$ cat config.mk
export PLATFORM = sky130hd
export DESIGN_NAME = pipeline_stall_controller
export DESIGN_NICKNAME = d
export VERILOG_FILES = /design/src/rtl/arm_pipe_pkg.sv /design/src/rtl/sat_counter.sv /design/src/rtl/pipeline_stall_controller.sv
export SDC_FILE = /design/constraint.sdc
export NUM_CORES = 1
export LEC_CHECK = 0
export CAP_MARGIN = 20
export CORE_UTILIZATION = 45
export CTS_CLUSTER_SIZE = 14
export DETAILED_ROUTE_END_ITERATION = 6
export HOLD_SLACK_MARGIN = 0.02
export PLACE_DENSITY = 0.77
export REMOVE_ABC_BUFFERS = 1
export SLEW_MARGIN = 20
export SYNTH_ARGS = -nofsm -noshare
export SYNTH_HDL_FRONTEND = slang
export SYNTH_SLANG_ARGS = --single-unit
$ cat constraint.sdc
create_clock -name clk -period 1.7 [get_ports clk]
set_input_delay 0.34 -clock clk [delete_from_list [all_inputs] [get_ports clk]]
set_output_delay 0.34 -clock clk [all_outputs]
set_load 0.02 [all_outputs]
$ cat src/rtl/arm_pipe_pkg.sv
// Shared definitions for the ARM pipeline control slice: FSM state encoding
// and default sizing for the stall controller.
package arm_pipe_pkg;

  typedef enum logic [1:0] {
    ST_RUN      = 2'd0,
    ST_MEM_WAIT = 2'd1,
    ST_FLUSH    = 2'd2,
    ST_ERROR    = 2'd3
  } state_e;

  localparam int unsigned DEF_CNT_W    = 16;
  localparam int unsigned DEF_MAX_WAIT = 64;

endpackage

$ cat src/rtl/sat_counter.sv
// Saturating up-counter with synchronous reset and clear; clear beats increment.
module sat_counter #(
  parameter int unsigned W = 16
) (
  input  logic         clk,
  input  logic         rst,
  input  logic         clr,
  input  logic         inc,
  output logic [W-1:0] q
);

  always_ff @(posedge clk) begin
    if (rst || clr) begin
      q <= '0;
    end else if (inc && (q != '1)) begin
      q <= q + W'(1);
    end
  end

endmodule

$ cat src/rtl/pipeline_stall_controller.sv
// Stall/flush sequencer for the 5-stage pipeline: Mealy freeze/flush/bubble
// controls, SRAM wait watchdog and saturating performance counters.
module pipeline_stall_controller
  import arm_pipe_pkg::*;
#(
  parameter int unsigned MAX_WAIT = DEF_MAX_WAIT,
  parameter int unsigned CNT_W    = DEF_CNT_W
) (
  input  logic             clk,
  input  logic             rst,
  input  logic             hazard_detected,
  input  logic             branch_taken,
  input  logic             mem_req,
  input  logic             mem_ready,
  input  logic             perf_clr,
  output logic             freeze_if,
  output logic             freeze_id,
  output logic             flush_if_id,
  output logic             bubble_id_exe,
  output logic             freeze_back,
  output logic             mem_timeout,
  output logic [1:0]       state_o,
  output logic [CNT_W-1:0] stall_cnt,
  output logic [CNT_W-1:0] flush_cnt,
  output logic [CNT_W-1:0] mem_wait_cnt
);

  // wait counter only ever holds 1..MAX_WAIT-1
  localparam int unsigned WW = (MAX_WAIT > 2) ? $clog2(MAX_WAIT) : 1;

  state_e          state;
  logic [WW-1:0]   wait_cnt;
  logic            mem_stall;
  logic            stall_inc;
  logic            flush_inc;
  logic            mwait_inc;

  assign mem_stall = mem_req & ~mem_ready;

  always_comb begin
    freeze_if     = 1'b0;
    freeze_id     = 1'b0;
    flush_if_id   = 1'b0;
    bubble_id_exe = 1'b0;
    freeze_back   = 1'b0;
    mem_timeout   = 1'b0;
    case (state)
      ST_RUN: begin
        if (mem_stall) begin
          freeze_if   = 1'b1;
          freeze_id   = 1'b1;
          freeze_back = 1'b1;
        end else if (branch_taken) begin
          flush_if_id   = 1'b1;
          bubble_id_exe = 1'b1;
        end else if (hazard_detected) begin
          freeze_if     = 1'b1;
          freeze_id     = 1'b1;
          bubble_id_exe = 1'b1;
        end
      end
      ST_MEM_WAIT: begin
        if (!mem_ready) begin
          freeze_if   = 1'b1;
          freeze_id   = 1'b1;
          freeze_back = 1'b1;
        end
      end
      // hazard is masked here: it was computed from the flushed NOP
      ST_FLUSH: begin
        if (mem_stall) begin
          freeze_if   = 1'b1;
          freeze_id   = 1'b1;
          freeze_back = 1'b1;
        end
      end
      ST_ERROR: begin
        freeze_if   = 1'b1;
        freeze_id   = 1'b1;
        freeze_back = 1'b1;
        mem_timeout = 1'b1;
      end
      default: ;
    endcase
  end

  always_ff @(posedge clk) begin
    if (rst) begin
      state    <= ST_RUN;
      wait_cnt <= '0;
    end else begin
      case (state)
        ST_RUN: begin
          if (mem_stall) begin
            state    <= ST_MEM_WAIT;
            wait_cnt <= WW'(1);
          end else if (branch_taken) begin
            state <= ST_FLUSH;
          end
        end
        ST_MEM_WAIT: begin
          if (mem_ready) begin
            state    <= ST_RUN;
            wait_cnt <= '0;
          end else if (wait_cnt == WW'(MAX_WAIT - 1)) begin
            state <= ST_ERROR;
          end else begin
            wait_cnt <= wait_cnt + WW'(1);
          end
        end
        ST_FLUSH: begin
          if (mem_stall) begin
            state    <= ST_MEM_WAIT;
            wait_cnt <= WW'(1);
          end else begin
            state <= ST_RUN;
          end
        end
        ST_ERROR: state <= ST_ERROR;
        default:  state <= ST_RUN;
      endcase
    end
  end

  assign state_o   = state;
  assign stall_inc = (state == ST_RUN) & ~mem_stall & ~branch_taken & hazard_detected;
  assign flush_inc = flush_if_id;
  assign mwait_inc = freeze_back & (state != ST_ERROR);

  sat_counter #(.W(CNT_W)) u_stall_cnt (
    .clk (clk),
    .rst (rst),
    .clr (perf_clr),
    .inc (stall_inc),
    .q   (stall_cnt)
  );

  sat_counter #(.W(CNT_W)) u_flush_cnt (
    .clk (clk),
    .rst (rst),
    .clr (perf_clr),
    .inc (flush_inc),
    .q   (flush_cnt)
  );

  sat_counter #(.W(CNT_W)) u_mem_wait_cnt (
    .clk (clk),
    .rst (rst),
    .clr (perf_clr),
    .inc (mwait_inc),
    .q   (mem_wait_cnt)
  );

endmodule
==> impl_metrics.yaml <==
worst_setup_path:
  worstPathRequired_ns: 1.36
  critPathArrivalTime_ns: 1.49
  critPathMaxStageDelay_ns: 0.59
  crit_type: "flop to output port"
  crit_chain: "or4b_4, nand2_4, buf_6"
  end_kind: "output port"
  cp_max_fo: 2
  slowest_stage: "or4b_4"
  start_kind: "flop"
global_routing:
  antenna_found_initial: 0
  grt_start_max_net_pins: 19
  track_usage: 0.2410
  grt_pass1_wl_um: 12380
  grt_pass1_vias: 2728
  overflow: 0
synthesis:
  synth_top_area_share: 0.3916
  synth_seq_area_share: 0.3916
  async_reset_ff_frac: 0
  synth_edf_count: 0
  syn_area_um2: 2863
  ys_warn_count: 0
  ys.flop_type: "dfxtp_1"
  synthCells: 341
  ys_ff_latch: 56
  avgSynthCellArea_um2: 8.395
  synth_area_leaders: "dfxtp_1, xnor2_1, nor2_1"
  ys_types: 44
  synth_top_area_cell: "dfxtp_1"
place:
  place_area_um2: 3918
  dp_hpwl_um: 5702
  place_inst: 521
  io_buffers: 62
  place_congestion: 0.8801
power_and_ir_drop:
  power.switching_uw: 632.2
  pwr-share-clk: 0.398
  seqPwrFrac: 0.497
  combPwrFrac: 0.105
  internal_power_mw: 2.042
  pwr_density_cell_nw_per_um2: 613.7
  swShare: 0.2365
  vdd_drop_max_mv: 0.4385
  leakage_nw: 1.862
detailed_routing:
  drt-pass1-iter-count: 4
  route.antenna.remaining_nets: 0
  vias: 3033
  drt-total-wl_um: 8429
  dr.first_iter.drc_count: 107
  viasPerCell: 5.648
  routedWlPerCell_um: 15.70
  drc_errors: 0
timing:
  worstMarginPinSlew_ns: 0.3927
  finClkSkew_ns: 0.01965
  fmax_mhz: 547.6
  setup_viol: 7
  hold_violations: 0
  slew_viol_final: 0
  period_share: 1.074
  rsz0062_at_grt: "true"
  setup_slack_ns: -0.1261
  timing.slew.headroom: 0.7373
  fin_crit_ns: 1.826
clock_network:
  clkTransAtPathRegs_ns: 0.11
  tritoncts: "done"
  clk_latency_ns: 0.33
  ctsLongestPathBuffers: 2
  cts_root_buf: "clkbuf_8"
  clock-sinks: 56
  htreeDepth: 2
  tritoncts.num_buffers: 5
hold_path:
  min_path_type: "flop to flop"
run_status:
  status: "finished, violations left"
  violations: "negative setup slack"
die:
  ioPinCount: 63
  start_util: 0.4751
  placementRows: 28
  die-area_um2: 6685
  core_area_um2: 6026
  die-width_um: 81.76
  die_h_um: 81.76
run:
  cap_violations: 0
finish:
  antenna_cells: 0
  fillers: 444
  layoutNonFillerInstCount: 537
  drive_above_1_share: 0.2706
  final_area_um2: 4357
  nets: 472
  area_growth_syn_to_layout_pct: 52.19
==> stage by stage <==
step / total power [mW] / hold slack [ns] / setup TNS (ns) / utilization / worst slack (ns)
floorplan: 1.473 / 0.4091 / -1.891 / - / -0.1737
global placement: 1.612 / 0.4862 / -18.11 / 0.6501 / -0.7150
detailed placement: 1.619 / 0.5018 / -20.71 / 0.6501 / -0.7275
CTS: 2.661 / 0.5159 / -0.3662 / 0.6734 / -0.1147
global route: 2.756 / 0.5274 / -1.533 / 0.7230 / -0.1613
finish: 2.674 / 0.5064 / -0.3823 / 0.7230 / -0.1261
==> worst paths after layout <==
path,start,to,slack [ns],depth (start not counted)
max,state_o[0],freeze_if,-0.13,3
min,u_flush_cnt.q[1],u_flush_cnt.q[1],0.51,2
max reg2reg,state_o[0],u_stall_cnt.q[6],-0.03,5
min reg2reg,u_flush_cnt.q[1],u_flush_cnt.q[1],0.51,2
==> cell type report <==
class	instances	area, um2	area share
Inverter	5	18.77	0.004308
Clock inverter	3	68.82	0.01580
Tap cell	75	93.84	0.02154
Multi-Input combinational cell	267	1891	0.4339
Sequential cell	56	1136	0.2608
Timing Repair Buffer	126	1080	0.2478
Clock buffer	5	68.82	0.01580
==> power by group through the flow <==
stage,combinational (mW),clock [mW],sequential [mW]
2_1_floorplan,0.101,0,1.37
3_3_place_gp,0.255,0,1.36
3_5_place_dp,0.261,0,1.36
4_1_cts,0.264,1.07,1.33
5_1_grt,0.300,1.13,1.33
6_report,0.281,1.06,1.33
==> placed cells by master, fill, tap and decap left out, drive strengths merged, types with 5 or more instances in the layout <==
| cell type | instances |
|---|---|
| o21ai | 13 |
| dlygate4sd2 | 45 |
| dlymetal6s2s | 7 |
| nand2 | 24 |
| nand4 | 13 |
| nand2b | 6 |
| nand3 | 25 |
| xnor2 | 30 |
| nor3 | 17 |
| nor2 | 49 |
| and3 | 6 |
| a21oi | 12 |
| or3 | 5 |
| inv | 6 |
| nor4 | 13 |
| buf | 69 |
| clkbuf | 5 |
| mux2i | 5 |
| and4 | 7 |
| dfxtp | 56 |
==> sequential cells by signal, summed over array words and instances, names as in the netlist <==
signal            cells
state_o               2
u_flush_cnt.q        16
u_stall_cnt.q        16
u_mem_wait_cnt.q     16
wait_cnt              6
==> routing by layer <==
layer	part of all wire	GRT usage
met3	0.042	0.04111
met2	0.50	0.4240
met4	0.022	0.09825
met5	0	0
met1	0.43	0.2881
==> critical path: cells and delay by family, from the launching register on <==
kind / cells / cell delay, ns
buffers and inverters: 1 / 0.11
DFF: 1 / 0.36
and+or+nand+nor: 2 / 0.69
==> cells by family after synthesis <==
family	Yosys count	share of synthesized area
AO/OA/AOI/OAI	44	0.09659
XOR/XNOR	32	0.09790
adder cells (fa/ha/maj)	4	0.01748
buffers and inverters	18	0.03453
flip-flops	56	0.3916
multiplexers	5	0.01748
AND/OR/NAND/NOR	182	0.3444
==> what timing repair did <==
item | 4_1_cts | 5_1_grt
setup endpoints to repair | 82 | 55
buffers inserted | 2 | 6
resized for setup | 89 | 56
hold buffers | 0 | 0
pin swaps | 8 | 13
==> synthesized netlist by cell type (all sizes together) (2+ instances only) <==
master / count
a211o: 2
and2: 3
inv: 5
o21ai: 13
dfxtp: 56
nor3b: 4
a31oi: 4
nand3: 25
or3: 5
or4: 2
nand4: 13
xnor2: 30
and3: 6
nand2b: 6
nor4b: 2
mux2i: 5
nor2: 49
o211a: 2
ha: 4
nor3: 17
a21o: 3
a211oi: 3
buf: 6
xor2: 2
clkbuf: 7
and4: 7
nor4: 13
or4b: 3
a21oi: 12
nand2: 24
No activity file was read; power rests on OpenSTA's default activity.
